--- src/rtl/lsu_mem_bridge_pkg.sv ---
// Shared definitions for the memory-stage load/store unit: funct3 encodings,
// bus FSM states and access-size decoding.
package lsu_mem_bridge_pkg;

    localparam logic [2:0] LSU_B  = 3'b000;
    localparam logic [2:0] LSU_H  = 3'b001;
    localparam logic [2:0] LSU_W  = 3'b010;
    localparam logic [2:0] LSU_BU = 3'b100;
    localparam logic [2:0] LSU_HU = 3'b101;

    localparam logic [6:0] OPC_LOAD  = 7'b0000011;
    localparam logic [6:0] OPC_STORE = 7'b0100011;

    typedef enum logic [1:0] {
        IDLE = 2'd0,
        REQ  = 2'd1,
        WAIT = 2'd2,
        DONE = 2'd3
    } lsu_state_t;

    typedef enum logic [1:0] {
        SIZE_B = 2'd0,
        SIZE_H = 2'd1,
        SIZE_W = 2'd2
    } lsu_size_t;

    // Any encoding other than byte/half is handled as a full word.
    function automatic lsu_size_t accessSize(input logic [2:0] funct3);
        lsu_size_t size;
        case (funct3)
            LSU_B, LSU_BU: size = SIZE_B;
            LSU_H, LSU_HU: size = SIZE_H;
            default:       size = SIZE_W;
        endcase
        return size;
    endfunction

endpackage

--- src/rtl/lsu_align.sv ---
// Byte-lane alignment helper: store lane steering, misalign detection and
// load data extraction/extension. Purely combinational.
module lsu_align
    import lsu_mem_bridge_pkg::*;
(
    input  logic [2:0]  funct3,
    input  logic [1:0]  addrLo,
    input  logic        isStore,
    input  logic [31:0] wdata,
    output logic [3:0]  be,
    output logic [31:0] wdataLane,
    output logic        misaligned,
    input  logic [2:0]  loadFunct3,
    input  logic [1:0]  loadAddrLo,
    input  logic [31:0] rawData,
    output logic [31:0] loadData
);

    lsu_size_t   reqSize;
    lsu_size_t   loadSize;
    logic [31:0] rawShifted;

    always_comb begin
        reqSize    = accessSize(funct3);
        misaligned = 1'b0;
        be         = 4'b1111;
        wdataLane  = '0;

        case (reqSize)
            SIZE_H:  misaligned = addrLo[0];
            SIZE_W:  misaligned = |addrLo;
            default: misaligned = 1'b0;
        endcase

        if (isStore) begin
            case (reqSize)
                SIZE_B:  be = 4'b0001 << addrLo;
                SIZE_H:  be = 4'b0011 << addrLo;
                default: be = 4'b1111;
            endcase
            wdataLane = wdata << {addrLo, 3'b000};
        end
    end

    // funct3[2] distinguishes the unsigned byte/half loads.
    always_comb begin
        loadSize   = accessSize(loadFunct3);
        rawShifted = rawData >> {loadAddrLo, 3'b000};
        loadData   = rawData;

        case (loadSize)
            SIZE_B:  loadData = loadFunct3[2] ? {24'b0, rawShifted[7:0]}
                                              : {{24{rawShifted[7]}}, rawShifted[7:0]};
            SIZE_H:  loadData = loadFunct3[2] ? {16'b0, rawShifted[15:0]}
                                              : {{16{rawShifted[15]}}, rawShifted[15:0]};
            default: loadData = rawData;
        endcase
    end

endmodule

--- src/rtl/lsu_mem_bridge.sv ---
// Memory-stage load/store unit: turns an M-stage access into a req/gnt/rvalid
// bus transaction, stalling the pipeline until the response (or timeout).
module lsu_mem_bridge
    import lsu_mem_bridge_pkg::*;
#(
    parameter int TIMEOUT_CYCLES = 255,
    parameter int TO_W           = 16
) (
    input  logic        clk,
    input  logic        rst_n,
    input  logic        req_valid_m,
    input  logic        is_store_m,
    input  logic [2:0]  funct3_m,
    input  logic [31:0] addr_m,
    input  logic [31:0] wdata_m,
    output logic        stall_m,
    output logic [31:0] rdata_m,
    output logic        misalign_m,
    output logic        err_m,
    output logic        bus_req,
    output logic        bus_we,
    output logic [31:0] bus_addr,
    output logic [3:0]  bus_be,
    output logic [31:0] bus_wdata,
    input  logic        bus_gnt,
    input  logic        bus_rvalid,
    input  logic [31:0] bus_rdata,
    input  logic        bus_err
);

    localparam logic [TO_W-1:0] TO_LAST = TO_W'(TIMEOUT_CYCLES - 1);

    lsu_state_t      state;
    lsu_state_t      stateNext;
    logic [2:0]      funct3Q;
    logic [1:0]      addrLoQ;
    logic [31:0]     rawQ;
    logic            errQ;
    logic [TO_W-1:0] toCnt;

    logic [3:0]      alignBe;
    logic [31:0]     alignWdata;
    logic            misaligned;
    logic [31:0]     loadData;
    logic            acceptReq;

    lsu_align uAlign (
        .funct3     (funct3_m),
        .addrLo     (addr_m[1:0]),
        .isStore    (is_store_m),
        .wdata      (wdata_m),
        .be         (alignBe),
        .wdataLane  (alignWdata),
        .misaligned (misaligned),
        .loadFunct3 (funct3Q),
        .loadAddrLo (addrLoQ),
        .rawData    (rawQ),
        .loadData   (loadData)
    );

    assign acceptReq = req_valid_m && !misaligned;

    always_ff @(posedge clk or negedge rst_n) begin
        if (!rst_n) begin
            state <= IDLE;
        end else begin
            state <= stateNext;
        end
    end

    // Stall is raised combinationally in IDLE so the pipeline freezes on the
    // very cycle the access is first seen.
    always_comb begin
        stateNext  = state;
        bus_req    = 1'b0;
        stall_m    = 1'b0;
        misalign_m = 1'b0;
        err_m      = 1'b0;
        rdata_m    = '0;

        case (state)
            IDLE: begin
                stall_m    = acceptReq;
                misalign_m = rst_n && req_valid_m && misaligned;
                if (acceptReq) begin
                    stateNext = REQ;
                end
            end
            REQ: begin
                bus_req = 1'b1;
                stall_m = 1'b1;
                if (bus_gnt) begin
                    stateNext = bus_rvalid ? DONE : WAIT;
                end
            end
            WAIT: begin
                stall_m = 1'b1;
                if (bus_rvalid || (toCnt == TO_LAST)) begin
                    stateNext = DONE;
                end
            end
            DONE: begin
                err_m     = errQ;
                rdata_m   = loadData;
                stateNext = IDLE;
            end
            default: stateNext = IDLE;
        endcase
    end

    // Request attributes are latched on acceptance and held for the whole
    // transaction; stores never return data, so rawQ stays zero for them.
    always_ff @(posedge clk or negedge rst_n) begin
        if (!rst_n) begin
            funct3Q   <= '0;
            addrLoQ   <= '0;
            rawQ      <= '0;
            errQ      <= 1'b0;
            toCnt     <= '0;
            bus_we    <= 1'b0;
            bus_addr  <= '0;
            bus_be    <= '0;
            bus_wdata <= '0;
        end else begin
            case (state)
                IDLE: begin
                    if (acceptReq) begin
                        funct3Q   <= funct3_m;
                        addrLoQ   <= addr_m[1:0];
                        bus_we    <= is_store_m;
                        bus_addr  <= {addr_m[31:2], 2'b00};
                        bus_be    <= alignBe;
                        bus_wdata <= alignWdata;
                        rawQ      <= '0;
                        errQ      <= 1'b0;
                        toCnt     <= '0;
                    end
                end
                REQ: begin
                    if (bus_gnt && bus_rvalid) begin
                        rawQ <= bus_we ? '0 : bus_rdata;
                        errQ <= bus_err;
                    end
                end
                WAIT: begin
                    if (bus_rvalid) begin
                        rawQ <= bus_we ? '0 : bus_rdata;
                        errQ <= bus_err;
                    end else if (toCnt == TO_LAST) begin
                        rawQ <= '0;
                        errQ <= 1'b1;
                    end else begin
                        toCnt <= toCnt + 1'b1;
                    end
                end
                default: ;
            endcase
        end
    end

endmodule

--- config.mk ---
export PLATFORM = sky130hd
export DESIGN_NAME = lsu_mem_bridge
export DESIGN_NICKNAME = d
export VERILOG_FILES = /design/src/rtl/lsu_mem_bridge_pkg.sv /design/src/rtl/lsu_align.sv /design/src/rtl/lsu_mem_bridge.sv
export SDC_FILE = /design/constraint.sdc
export NUM_CORES = 1
export LEC_CHECK = 0
export ABC_AREA = 0
export ABC_CLOCK_PERIOD_IN_PS = 3800
export CORE_UTILIZATION = 50
export DETAILED_ROUTE_END_ITERATION = 10
export PLACE_DENSITY = 0.9
export SYNTH_ARGS = -nofsm -noshare
export SYNTH_HDL_FRONTEND = slang
export SYNTH_SLANG_ARGS = --single-unit
--- constraint.sdc ---
create_clock -name clk -period 3.8 [get_ports clk]
set_input_delay 0.38 -clock clk [delete_from_list [all_inputs] [get_ports clk]]
set_output_delay 0.38 -clock clk [all_outputs]
set_load 0.05 [all_outputs]
== Yosys cells after proc, flatten, opt, wreduce, memory -nomap -nowiden ==
Cells that the tools add are included.

* Bits in registers: 123
* Output and inout port bits: 105
* Word-level logic and storage cells: 92

* Add/sub/neg operators: 1
* Eq/ne operators: 20
* Shift-type cells: 4
* Mux-type cells: 34
* Reductions and logical operators: 23

{| class="wikitable"
|+ Operators with widths
! kind !! count
|-
| 32-bit two-way mux || 9
|-
| 32-bit one-hot mux with 3 select lines || 1
|-
| 32-bit one-hot mux with 2 select lines || 1
|-
| 16-bit two-way mux || 3
|-
| 16-bit one-hot mux with 2 select lines || 1
|-
| 32-bit by 5-bit << shifter with 32-bit output || 1
|-
| 32-bit by 5-bit right shift with 16-bit output || 1
|-
| 16-bit by 1-bit adder with 16-bit output (second input constant) || 1
|-
| 16-bit by 8-bit == test with 1-bit output (second input constant) || 1
|-
| 3-bit == test (second input constant) || 4
|-
| 2-bit inequality test (second input constant) || 6
|-
| 2-bit OR reduction || 6
|-
| 1-bit two-way mux || 8
|-
| 2-bit one-hot mux with 2 select lines || 2
|-
| 2-bit one-hot mux with 4 select lines || 1
|-
| 4-bit one-hot mux with 2 select lines || 1
|-
| 4-bit AND reduction || 2
|-
| 2-bit by 1-bit == test with 1-bit output (second input constant) || 3
|-
| 2-bit == test (second input constant) || 3
|-
| 3-bit by 1-bit == test with 1-bit output (second input constant) || 2
|-
| 2-bit logical NOT || 3
|-
| 3-bit logical NOT || 2
|-
| 2-bit two-way mux || 3
|-
| 1-bit logical AND || 4
|-
| 12 further kinds || 13
|}

== Longest topological paths before layout ==
Gate-level depths: netlist (run 1).

* Depth in word-level cells: 9
* Depth in mapped cells: 8

== By module ==
A second synthesis (run 1) with hierarchy kept.

* Cell total of the unflattened synthesis: 693
* Area, all modules: 7089.3 sq um

{| class="wikitable"
|+ By module, submodules not included
! module !! instances !! cells an instance !! area each (sq um)
|-
| lsu_mem_bridge || 1 || 476 || 5639.2
|-
| lsu_align || 1 || 217 || 1450.1
|}

== Least setup slack after synthesis (run 1) ==
No wires, ideal clock.

* Path kind: reg-to-output
* Start point: reg state[0]
* End point: out stall_m
* Arrival time: 2.109 ns
* Required time: 3.420 ns
* Path slack: 1.311 ns
* Cell stages (with the launch flop): 7
* Buffers on the path: 2
* Cells stage by stage: dfrtp_1 > inv_1 > ha_1 > o211ai_1 > clkbuf_1 > clkbuf_1 > a21oi_1

* Cells in the longest elaborated chain, start to end: 3

{| class="wikitable"
|+ Ends and longest elaborated chain
! what !! RTL line !! text
|-
| from (decl) || lsu_mem_bridge.sv:33 || <nowiki>lsu_state_t state;</nowiki>
|-
| from (signal assigned) || lsu_mem_bridge.sv:67 || <nowiki>state <= stateNext;</nowiki>
|-
| 2-bit == test / 2-bit by 1-bit == test with 1-bit output (equally long branches) || lsu_mem_bridge.sv:81 || <nowiki>case (state)</nowiki>
|-
| 2-bit OR reduction (no source line) || - ||
|-
| 1-bit one-hot mux with 2 select lines (*) || lsu_mem_bridge.sv:81 ||
|-
| to (decl) || lsu_mem_bridge.sv:16 || <nowiki>output logic stall_m,</nowiki>
|}

Mark *: on every way between the ends. The rest lies on a longest branch, timed or not.

== Final worst setup path (run 1) ==
* Start point: reg addrLoQ[1]
* End point: out rdata_m[23]

* Cells in the longest elaborated chain, start to end: 4

{| class="wikitable"
|+ Ends and longest elaborated chain
! what !! RTL line !! text
|-
| from (decl) || lsu_mem_bridge.sv:36 || <nowiki>logic [1:0] addrLoQ;</nowiki>
|-
| from (signal assigned) || lsu_mem_bridge.sv:129 || <nowiki>addrLoQ <= addr_m[1:0];</nowiki>
|-
| 32-bit by 5-bit right shift with 16-bit output (*) || lsu_align.sv:48 || <nowiki>rawShifted = rawData >> {loadAddrLo, 3'b000};</nowiki>
|-
| 32-bit two-way mux (on tied branches) || lsu_align.sv:54, lsu_align.sv:52 ||
|-
| 32-bit one-hot mux with 2 select lines (*) || lsu_align.sv:51 || <nowiki>case (loadSize)</nowiki>
|-
| 32-bit two-way mux (*) || lsu_mem_bridge.sv:81 ||
|-
| to (decl) || lsu_mem_bridge.sv:17 || <nowiki>output logic [31:0] rdata_m,</nowiki>
|}

Marks and branches as above.

==> run_results.csv, run 1 <==
group,metric,value,unit
yosys,synth_cell_type_count,49,
setup_path,arrival,3230,ps
timing,holdWs,149.0,ps
yosys,avgSynthCellArea,9.777,um^2
clocking,cts_root_buffer,"clkbuf_16",
clocking,cts_buffer_depth,2,
floorplan,rows,41,
place,dp_hpwl,12570,um
clocking,cts_resized,0,
cells_and_area,final_nets,969,
clocking,cts_buffers,17,
place,place_congestion,0.8981,
clocking,ctsHoldBuffers,0,
drt,wl_per_cell,17.25,um
global_route,grt_pass1_vias,5732,
timing,fin_tns_setup,0,ps
yosys,synth_area,0.006414,mm^2
global_route,grt_remaining_overflow,0,
pwr,p_per_area,872.3,mW/mm^2
pwr,combPwrFrac,0.520,
drt,met3_length,1352,um
drt,wl,17970,um
setup_path,cpMaxStageDelayCell,"clkdlybuf4s50_1",
drt,drt_iter0_drc,435,
status,status,"complete, no violations",
yosys,synth_ff_type,"dfrtp_1",
floorplan,die_y,115.3,um
global_route,grt_pass1_wl,28730,um
floorplan,start_util,0.5103,
pwr,p_clk_frac,0.191,
yosys,synth-seq-area-share,0.4799,
timing,setup_viol,0,
yosys,netlist.top_cell.by_area,"dfrtp_1",
pwr,internal_power,4.291,mW
timing,min_period,3606,ps
job,cap_violations,0,
pwr,ir_worst_vdd,0.0005814,V
timing,fmax,277.3,MHz
pwr,total_power,8.026,mW
timing,hold_violations,0,
cells_and_area,drive_above_1_share,0.1195,
setup_path,critPathKind,"reg -> out",
yosys,synth_cells,656,
clocking,clkSinkCount,123,
timing,rsz0062_at_grt,"false",
floorplan,die-area,0.01328,mm^2
floorplan,die_w,115.3,um
setup_path,critical_path.max_stage_delay,810,ps
clocking,post_cts_buffers,0,
drt,post-route-drc-count,0,
global_route,grt_usage,0.2873,
global_route,grt_max_degree,80,
pwr,p_sw,3.735,mW
drt,routed.top_layer,"met4",
drt,drt-vias-per-instance,5.533,
timing,skew,13.55,ps
yosys,yosysTopAreaCellShare,0.4799,
pwr,swShare,0.4654,
floorplan,io_pins,211,
timing,slew_viol_final,0,
yosys,synth_area_leaders,"dfrtp_1, mux2i_1, mux2_2, nand2_1, o21ai_0",
place,portBuffers,208,
drt,wl_met2,8672,um
global_route,antenna_found_initial,0,
drt,vias,5765,
drt,dr.pass1.iters,5,
timing,relSlewSlack,0.3719,
setup_path,cp-start-kind,"flop",
clocking,tritoncts,"yes",
cells_and_area,syn_to_final_growth,43.46,%
setup_path,worst-path-buf-inv,2,
setup_path,worst-path-max-fanout,14,
timing,finalCritPeriodShare,0.9490,
yosys,synth_edf_count,0,
setup_path,cp.required,3420,ps
floorplan,fp.coreArea,0.01257,mm^2
setup_path,end_kind,"primary output",
yosys,synth-seq-cells,123,
setup_path,crit_chain,"mux4_2, nand2b_1, a21oi_1, buf_4, a21o_1, clkdlybuf4s50_1",
hold_path,holdCritPathClass,"in -> async",
pwr,seqPwrFrac,0.289,
pwr,p_leak,4.033,nW
yosys,synthArstFlopShare,1.000,
clocking,insertion_delay,430,ps
drt,wl_met1,7431,um
drt,ant_nets,0,
cells_and_area,num_antenna_cells,0,
clocking,htreeDepth,4,
setup_path,critPathTopFamily,"buffers and inverters",
clocking,clk_pin_slew,60,ps
timing,tightest_slew,942.2,ps
yosys,synth-warning-count,0,
power by group through the flow:
| stage | Sequential, mW | Combinational [mW] | Clock [mW] |
|---|---|---|---|
| final | 2.32 | 4.17 | 1.53 |
| after global routing | 2.38 | 4.42 | 1.62 |
| after CTS | 2.30 | 4.18 | 1.56 |
| after detailed placement | 2.30 | 4.16 | 0 |
| after global placement | 2.29 | 4.10 | 0 |
| after floorplan | 3.21 | 1.86 | 0 |
registers in the layout, summed over array words and instances, names as in the netlist:
| name | count |
|---|---|
| bus_be | 4 |
| bus_we | 1 |
| funct3Q | 3 |
| addrLoQ | 2 |
| bus_wdata | 32 |
| rawQ | 32 |
| errQ | 1 |
| toCnt | 16 |
| bus_addr | 30 |
| state | 2 |
path summary, 6_finish.rpt:
check | start | to | slack (ps) | cells past startpoint
max in group asynchronous | rst_n | rawQ[12]$_DFFE_PN0P_ | 2930 | 2
hold reg to reg | bus_wdata[16]$_DFFE_PN0P_ | bus_wdata[16]$_DFFE_PN0P_ | 480 | 2
min in group clk | bus_wdata[16]$_DFFE_PN0P_ | bus_wdata[16]$_DFFE_PN0P_ | 480 | 2
setup / recovery | addrLoQ[1]$_DFFE_PN0P_ | rdata_m[23] | 190 | 6
setup reg to reg | state[0]$_DFFE_PN0P_ | toCnt[5]$_DFFE_PN0P_ | 1270 | 7
hold / removal | rst_n | toCnt[7]$_DFFE_PN0P_ | 150 | 2
final cells by class:
type                       instances  area [um^2]
timing repair buffer             221         2185
inverter                          41        153.9
multi-input combinational        453         3010
fill                             902         3367
tap                              172        215.2
sequential                       123         3078
clock buffer                      18        439.2
clock inverter                    14        120.1
placed cells by master (no fill, tap or decap), types with 7 or more instances in the layout:
master and instances:
clkdlybuf4s50_1 205, dfrtp_1 123, nand2_1 119, o21ai_0 72, mux2i_1 57, mux2_2 45
inv_1 41, a21oi_1 28, a21o_1 18, nor2_1 17, clkbuf_16 17, buf_4 15
o211ai_1 11, nand3_1 8, a22o_1 8, xnor2_1 7
synth_stat cells (5+ instances only):
master    number
a21o_1        18
a21oi_1       28
a22o_1         8
buf_1          5
clkbuf_1      30
dfrtp_1      123
ha_1           6
inv_1         41
mux2_2        45
mux2i_1       57
nand2_1      119
nand3_1        8
nor2_1        17
nor2b_1        5
nor4_1         5
o211ai_1      11
o21ai_0       72
xnor2_1        7
cell families (layout without fill, tap and decap cells):
| kind of cell | after synthesis | count (layout) | synth area share |
|---|---|---|---|
| AO/OA/AOI/OAI | 148 | 148 | 0.1403 |
| XOR/XNOR | 8 | 8 | 0.01093 |
| adder cells (fa/ha/maj) | 6 | 6 | 0.01170 |
| buffers and inverters | 81 | 294 | 0.05209 |
| flip-flops | 123 | 123 | 0.4799 |
| multiplexers | 104 | 104 | 0.1732 |
| other | 1 | 2 | 0.0005847 |
| AND/OR/NAND/NOR | 185 | 185 | 0.1313 |
routing by layer:
layer  GRT usage  up-vias
li1            -     2662
met4      0.1299        0
met1      0.3609     2808
met5           0        -
met2      0.4506      246
met3     0.09700       49
stage by stage:
step / std cells / utilization / setup WS [ps] / cell area (um^2)
final: 1042 / 0.7321 / 193.7 / 9201
after global routing: 1042 / 0.7321 / 69.67 / 9201
after floorplan: 657 / - / 1311 / 6417
after global placement: 1010 / 0.6876 / 759.7 / 8642
after detailed placement: 1010 / 0.6876 / 649.0 / 8642
after CTS: 1042 / 0.7321 / 179.1 / 9201
No activity file was read; power rests on OpenSTA's default activity.
==> run 2, diff against run 1 <==
--- a/config.mk
+++ b/config.mk
@@ -6,10 +6,11 @@
 export NUM_CORES = 1
 export LEC_CHECK = 0
 export ABC_AREA = 0
-export ABC_CLOCK_PERIOD_IN_PS = 3800
+export ABC_CLOCK_PERIOD_IN_PS = 4500
 export CORE_UTILIZATION = 50
 export DETAILED_ROUTE_END_ITERATION = 10
-export PLACE_DENSITY = 0.9
+export PLACE_DENSITY = 0.88
 export SYNTH_ARGS = -nofsm -noshare
 export SYNTH_HDL_FRONTEND = slang
+export SYNTH_HIERARCHICAL = 1
 export SYNTH_SLANG_ARGS = --single-unit
==> constraint.sdc (replaced) <==
create_clock -name clk -period 4.5 [get_ports clk]
set_input_delay 0.45 -clock clk [delete_from_list [all_inputs] [get_ports clk]]
set_output_delay 0.45 -clock clk [all_outputs]
set_load 0.05 [all_outputs]
==> run_results.csv, run 2 <==
group,metric,value,unit
global_route,grt_usage,0.2608,
cells_and_area,sequential_cell_area,0.003078,mm^2
timing,rsz0062_at_grt,"false",
yosys,synth_area_leaders,"dfrtp_1, mux2_2, mux2i_1, and2_1, nand2_1",
clocking,cts_buffer_depth,2,
drt,drt-vias-per-instance,5.520,
yosys,yosysTopAreaCellShare,0.4342,
floorplan,start_util,0.5107,
cells_and_area,num_antenna_cells,0,
yosys,avgSynthCellArea,10.23,um^2
place,portBuffers,208,
cells_and_area,final_cell_mix,"clkdlybuf4s50_1, dfrtp_1, mux2_2, nand2_1, and2_1",
drt,vias,5934,
yosys,synth_commonest_cells,"dfrtp_1, mux2_2, nand2_1",
place,place_congestion,0.8969,
timing,fin_tns_setup,0,ps
floorplan,rows,43,
global_route,grt_pass1_vias,5845,
timing,min_period,3869,ps
setup_path,cp-start-kind,"flop",
clocking,htreeDepth,4,
clocking,cts_buffers,17,
clocking,tritoncts,"yes",
cells_and_area,largestRegisters,"bus_wdata x32, rawQ x32, bus_addr x30",
place,placed_area,0.009195,mm^2
timing,hold_violations,0,
setup_path,worst-path-max-fanout,18,
clocking,clkSinkCount,123,
yosys,synth_cell_type_count,57,
clocking,post_cts_buffers,0,
global_route,grt_util_met1,0.3304,
yosys,synth_most_common_cell,"dfrtp_1",
yosys,synth-warning-count,6,
cells_and_area,final_common_cell,"clkdlybuf4s50_1",
yosys,synth_area,0.007089,mm^2
setup_path,arrival,3420,ps
cells_and_area,multi_input_area,0.003592,mm^2
setup_path,reg2reg_from,"toCnt[8]$_DFFE_PN0P_",
drt,drt_iter0_drc,477,
global_route,grt_max_degree,73,
yosys,synth_edf_count,0,
hold_path,holdCritPathClass,"in -> async",
cells_and_area,drive_above_1_share,0.1486,
timing,setup_viol,0,
drt,wl_per_cell,17.44,um
floorplan,die_w,121.1,um
pwr,p_leak,4.255,nW
timing,tightest_slew,955.9,ps
drt,dr.pass1.iters,5,
yosys,synth_ff_type,"dfrtp_1",
yosys,synth-seq-area-share,0.4342,
clocking,insertion_delay,410,ps
drt,post-route-drc-count,0,
pwr,p_per_area,750.1,mW/mm^2
yosys,synthArstFlopShare,1.000,
cells_and_area,utilization,0.7063,
pwr,ir_worst_vdd,0.0005272,V
floorplan,fp.coreArea,0.01388,mm^2
setup_path,end_kind,"primary output",
timing,slew_viol_final,0,
cells_and_area,final_nets,995,
yosys,netlist.top_cell.by_area,"dfrtp_1",
global_route,grt_busiest_layer,"met2",
setup_path,cp.required,4050,ps
global_route,grt_remaining_overflow,0,
global_route,grt_pass1_wl,29610,um
timing,finalCritPeriodShare,0.8598,
yosys,synth_cells,693,
clocking,cts_resized,0,
yosys,synth-seq-cells,123,
clocking,cts_root_buffer,"clkbuf_16",
global_route,grt_use_met3,0.08036,
pwr,total_power,7.355,mW
cells_and_area,fin_area,0.009804,mm^2
timing,relSlewSlack,0.3627,
place,dp_hpwl,13280,um
clocking,clk_pin_slew,60,ps
floorplan,die-area,0.01466,mm^2
global_route,antenna_found_initial,0,
floorplan,io_pins,211,
status,status,"complete, no violations",
clocking,ctsHoldBuffers,0,
setup_path,critPathKind,"reg -> out",
floorplan,die_y,121.1,um
drt,ant_nets,0,
job,cap_violations,0,
cells_and_area,nFillCells,985,
setup_path,startpoint,"addrLoQ[0]$_DFFE_PN0P_",
drt,wl,18740,um
timing,fmax,258.5,MHz
cells_and_area,syn_to_final_growth,38.30,%
global_route,use_met2,0.4214,
timing,skew,7.743,ps
[run 2: cell count changes after synthesis, moves of 6 or more]
cell / before / now
a211o_1: 0 / 7
a21oi_1: 28 / 14
a22oi_1: 0 / 7
o21ai_1: 1 / 9
o211ai_1: 11 / 3
xnor2_1: 7 / 0
a21o_1: 18 / 2
o21ai_0: 72 / 22
o31ai_1: 1 / 7
o2bb2ai_1: 0 / 8
nand2_1: 119 / 83
and2_1: 2 / 54
o211a_1: 0 / 12
mux2_2: 45 / 86
[run 2: critical path, stage by stage (launching register included)]
cell	delay (ps)
dfrtp_1	660
mux4_2	650
a221oi_4	640
o21ai_0	160
and2_1	190
clkdlybuf4s50_1	690
[run 2: layout make-up]
type                            count  share of cell area
Timing Repair Buffer              215              0.2169
Clock buffer                       20             0.04454
Tap cell                          180             0.02297
Inverter                           46             0.01761
Clock inverter                     12             0.01761
Sequential cell                   123              0.3139
Multi-Input combinational cell    479              0.3664
[run 2: cells by family (layout without fill, tap and decap cells)]
logic type | Yosys count | in the layout | synth area share
buffers and inverters | 92 | 293 | 0.06036
AND/OR/NAND/NOR | 214 | 214 | 0.1576
AO/OA/AOI/OAI | 116 | 116 | 0.1204
multiplexers | 140 | 140 | 0.2146
flip-flops | 123 | 123 | 0.4342
adder cells (fa/ha/maj) | 7 | 7 | 0.01235
other | 1 | 2 | 0.0005290
[run 2: layer usage]
| metal | vias up | share of wire |
|---|---|---|
| met5 | - | 0 |
| met4 | 0 | 0.020 |
| met3 | 28 | 0.081 |
| met2 | 243 | 0.47 |
| met1 | 2850 | 0.43 |
| li1 | 2813 | - |
[run 2: worst paths after layout]
| kind | cells after the start | end | slack (ps) |
|---|---|---|---|
| max in group asynchronous | 2 | bus_wdata[11]$_DFFE_PN0P_ | 3040 |
| hold reg to reg | 1 | bus_wdata[16]$_DFFE_PN0P_ | 500 |
| setup / recovery | 5 | rdata_m[20] | 630 |
| min in group clk | 1 | bus_wdata[16]$_DFFE_PN0P_ | 500 |
| setup reg to reg | 5 | errQ$_DFFE_PN0P_ | 1790 |
| hold / removal | 1 | rawQ[30]$_DFFE_PN0P_ | 80 |
[run 2: report_power, final]
group	internal (mW)	leakage (nW)	switching (mW)	total [mW]
Combinational	1.49	2.37	2.44	3.93
Sequential	1.58	1.60	0.432	2.01
Clock	0.923	0.294	0.493	1.42
Total	3.99	4.25	3.36	7.35
[run 2: per-stage QoR]
stage                     worst slack, ps  hold slack (ps)  std cells
final                               631.1            80.71       1075
after global routing                443.1            128.2       1075
after CTS                           652.8            110.6       1075
after detailed placement             1101            489.3       1043
after global placement               1183            486.5       1043
after floorplan                      1628            154.4        694
==> run 3, diff against run 2 <==
--- a/config.mk
+++ b/config.mk
@@ -9,6 +9,7 @@
 export ABC_CLOCK_PERIOD_IN_PS = 4500
 export CORE_UTILIZATION = 50
 export DETAILED_ROUTE_END_ITERATION = 10
+export HOLD_SLACK_MARGIN = 0.08
 export PLACE_DENSITY = 0.88
 export SYNTH_ARGS = -nofsm -noshare
 export SYNTH_HDL_FRONTEND = slang
==> results of run 3 <==
No change in the layout: final DEF, timing and power equal those of run 2.
